<file path="src/rtl/serial_adder_pkg.sv">
// serial_adder_pkg: shared FSM encoding and default width for serial arithmetic blocks
package serial_adder_pkg;
    localparam int DEFAULT_WIDTH = 8;
    localparam logic [1:0] IDLE = 2'd0;
    localparam logic [1:0] RUN  = 2'd1;
    localparam logic [1:0] FIN  = 2'd2;
endpackage

</file>
<file path="src/rtl/FA.sv">
// FA: single-bit full-adder cell
module FA (
    output logic sum,
    output logic carry,
    input  logic a,
    input  logic b,
    input  logic cin
);
    assign sum   = a ^ b ^ cin;
    assign carry = (a & b) | (cin & (a ^ b));
endmodule

</file>
<file path="src/rtl/serial_adder.sv">
// serial_adder: bit-serial adder, LSB first, one bit per cycle through a single FA cell
module serial_adder
    import serial_adder_pkg::*;
#(
    parameter int WIDTH = DEFAULT_WIDTH
) (
    input  logic             clk,
    input  logic             rst,
    input  logic             start,
    input  logic [WIDTH-1:0] a,
    input  logic [WIDTH-1:0] b,
    input  logic             cin,
    output logic             busy,
    output logic             done,
    output logic [WIDTH-1:0] sum,
    output logic             cout
);
    localparam int CW = $clog2(WIDTH) + 1;
    logic [1:0]       r_state;
    logic [WIDTH-1:0] r_a, r_b, r_sum;
    logic             r_carry;
    logic [CW-1:0]    r_cnt;
    logic             w_s, w_c, w_accept;
    FA u_fa (.sum(w_s), .carry(w_c), .a(r_a[0]), .b(r_b[0]), .cin(r_carry));
    // FIN accepts start just like IDLE so operations can run back-to-back
    assign w_accept = start && (r_state != RUN);
    assign busy     = (r_state == RUN);
    assign done     = (r_state == FIN);
    assign sum      = r_sum;
    assign cout     = r_carry;
    always_ff @(posedge clk or posedge rst) begin
        if (rst) begin
            r_state <= IDLE;
            r_a     <= '0;
            r_b     <= '0;
            r_sum   <= '0;
            r_carry <= 1'b0;
            r_cnt   <= '0;
        end else if (w_accept) begin
            r_state <= RUN;
            r_a     <= a;
            r_b     <= b;
            r_carry <= cin;
            r_cnt   <= '0;
        end else if (r_state == RUN) begin
            r_a     <= r_a >> 1;
            r_b     <= r_b >> 1;
            r_sum   <= {w_s, r_sum[WIDTH-1:1]};
            r_carry <= w_c;
            r_cnt   <= r_cnt + CW'(1);
            r_state <= (r_cnt == CW'(WIDTH - 1)) ? FIN : RUN;
        end else begin
            r_state <= IDLE;
        end
    end
endmodule

</file>
<file path="config.mk">
export PLATFORM = sky130hd
export DESIGN_NAME = serial_adder
export DESIGN_NICKNAME = d
export VERILOG_FILES = /design/src/rtl/serial_adder_pkg.sv /design/src/rtl/FA.sv /design/src/rtl/serial_adder.sv
export SDC_FILE = /design/constraint.sdc
export NUM_CORES = 1
export LEC_CHECK = 0
export CORE_UTILIZATION = 41
export CTS_CLUSTER_SIZE = 24
export DETAILED_ROUTE_END_ITERATION = 6
export DONT_BUFFER_PORTS = 1
export SETUP_SLACK_MARGIN = 0.1
export SYNTH_ARGS = -nofsm -noshare
export SYNTH_HDL_FRONTEND = slang
export SYNTH_SLANG_ARGS = --single-unit
</file>
<file path="constraint.sdc">
create_clock -name clk -period 1.2 [get_ports clk]
set_input_delay 0.24 -clock clk [delete_from_list [all_inputs] [get_ports clk]]
set_output_delay 0.24 -clock clk [all_outputs]
set_load 0.1 [all_outputs]
</file>
==> impl_metrics.json <==
{
  "min_from": "start",
  "grt_usage": 0.179,
  "row_count": 21,
  "cts_tree": "built",
  "antenna_cells": 0,
  "max_freq_mhz": 702,
  "drt-total-wl_um": 3090,
  "hold_violations": 0,
  "coreArea_um2": 3360,
  "clock_skew_ns": 0.0112,
  "path_common_cell": "buf_12",
  "ys_seq_area_frac": 0.534,
  "cts_buffers": 5,
  "critPathSlowestCell": "dfrtp_1",
  "cp_data_arrival_time_ns": 1.18,
  "nets": 172,
  "maxSlewHeadroom": 0.734,
  "min_path_type": "in -> reg",
  "rsz0062_at_grt": "yes",
  "die_width_um": 61.5,
  "syn-num-nets": 138,
  "ant_nets": 0,
  "reg2reg_to": "r_cnt[0]",
  "area.sequential_um2": 788,
  "h-tree-depth": 2,
  "clkLatencyLatePin_ns": 0.34,
  "grt_max_degree": 32,
  "netlist_instances": 116,
  "synth_cell_type_count": 24,
  "min_delay_path_depth": 2,
  "clockBufferDepth": 2,
  "post-route-period-util": 1.19,
  "critical_path_class": "reg -> out",
  "drc": 0,
  "antenna_found_initial": 0,
  "regToRegStartpoint": "r_state[1]",
  "clock_sinks": 31,
  "fin_crit_ns": 1.42,
  "fill_cells": 310,
  "rr_worst_depth": 7,
  "hold_ws_ns": 0.0565,
  "maxSlewViolCount": 0,
  "critPathLaunchType": "register",
  "cap_violations": 0,
  "setup_viol": 33,
  "overflow": 0,
  "vias": 986,
  "synth_area_leaders": "dfrtp_1 53%, mux2i_1 12%, mux2_4 10%, o21ai_0 5.2%, nand2_1 4.7%",
  "r2r_slack_ns": -0.21,
  "gp_congestion": 0.646,
  "multiInputGateArea_um2": 687,
  "netlist_area_um2": 1450,
  "grt_pass1_vias": 1055,
  "grt_pass1_wl_um": 4720,
  "status": "finished with violations",
  "root_buffer": "clkbuf_4",
  "yosysTopAreaCellShare": 0.534,
  "drt_iter0_drc": 23,
  "cp_max_fo": 2,
  "crit_path_max_incr_delay_ns": 0.42,
  "dp_hpwl_um": 1720,
  "syn_area_per_cell_um2": 12.5,
  "tightest_slew_ns": 0.399,
  "initial_core_util": 0.432,
  "area_growth_pct": 45.0,
  "drive_gt1_frac": 0.563,
  "synth_top_area_cell": "dfrtp_1",
  "endpoint_kind": "output port",
  "io_pins": 31,
  "port_buffers": 0,
  "violations": "negative setup slack",
  "die_y_um": 61.5,
  "required_ns": 0.96,
  "ys_warn_count": 0,
  "dr.pass1.iters": 4,
  "setup_slack_ns": -0.224,
  "ys_ff_latch": 31,
  "fp.dieArea_um2": 3790,
  "wire_per_inst_um": 15.7,
  "hold_path_end": "r_state[0]",
  "via_per_inst": 5.01,
  "clk_pin_slew_ns": 0.09,
  "path_cells": "nor2b_4, buf_12, buf_12"
}
[worst max-delay path, delay by kind of cell, from the launching register on]
kind / cells / cell delay [ns]
and+or+nand+nor: 1 / 0.16
DFF: 1 / 0.42
buffers and inverters: 2 / 0.28
[cells by family after synthesis]
family	synth area share
multiplexers	0.227
buffers and inverters	0.0551
adder cells (fa/ha/maj)	0.0224
AND/OR/NAND/NOR	0.0913
AO/OA/AOI/OAI	0.0698
flip-flops	0.534
[area by class of cell]
class	count	area share
sequential	31	0.374
multi-input combinational	76	0.326
timing repair buffer	35	0.238
clock buffer	8	0.0327
tap	46	0.0273
inverter	1	0.00178
[how the worst max path moves through the flow]
stage              to  cells past startpoint        from
3_5_place_dp   sum[7]                      2        cout
6_report         busy                      3  r_state[1]
4_1_cts          busy                      3  r_state[1]
3_3_place_gp   sum[7]                      2        cout
2_1_floorplan  sum[7]                      2        cout
5_1_grt          busy                      3  r_state[1]
[stage by stage]
stage	cells	util	area [µm²]	TNS (ns)	setup WS, ns
final	197	0.626	2110	-4.25	-0.224
after global routing	197	0.626	2110	-6.36	-0.286
after floorplan	116	-	1500	-0.346	-0.242
after global placement	170	0.508	1710	-0.0554	-0.0554
after detailed placement	170	0.508	1710	-0.128	-0.0772
after CTS	192	0.585	1970	-2.60	-0.249
[flip-flops by register name, summed over array words and instances (netlist names)]
register  flops
r_state       2
r_b           8
cout          1
sum           8
r_a           8
r_cnt         4
[metal layers]
metal | global-route usage | wire, µm | up-vias
met5 | 0 | 0 | -
met4 | 0.0825 | 47 | 0
met3 | 0.0693 | 160 | 7
met2 | 0.290 | 1690 | 22
met1 | 0.210 | 1190 | 492
li1 | - | - | 465
[cells in the final DEF (no fill, tap or decap), drive strengths merged]
cell type	count
dlygate4sd3	1
ha	1
and4b	1
fa	1
mux2i	18
mux2	10
nand2	18
o21a	1
inv	1
nor2	4
dfrtp	31
o21ai	16
a41oi	1
clkbuf	9
nor2b	1
nand2b	1
a21oi	1
buf	32
bufbuf	1
nand3	1
and2b	1
[cells in the mapped netlist]
master    number
ha_1           1
dfrtp_1       31
mux2i_1       18
inv_1          1
nand3_1        1
o21ai_0       15
nor2b_4        1
buf_2          2
fa_1           1
o21ai_1        1
buf_12         1
mux2_4        10
nor2_1         3
a41oi_1        1
and2b_1        1
nand2_1       18
nand2b_1       1
and4b_1        1
a21oi_1        1
o21a_1         1
buf_4          1
clkbuf_2       1
buf_6          3
nor2_4         1
[what timing repair did]
| item | CTS | global route |
|---|---|---|
| pin swaps | 1 | 1 |
| setup endpoints to repair | 40 | 42 |
| gates cloned | 2 | 1 |
| setup buffers | 11 | 4 |
| endpoints found under the hold margin | 31 | 0 |
| hold buffers | 1 | 0 |
| gates resized for setup | 10 | 32 |
Power is left out: the tool's default activity adds up to more than one toggle a clock period on the data nets, which glitch-free logic cannot reach.
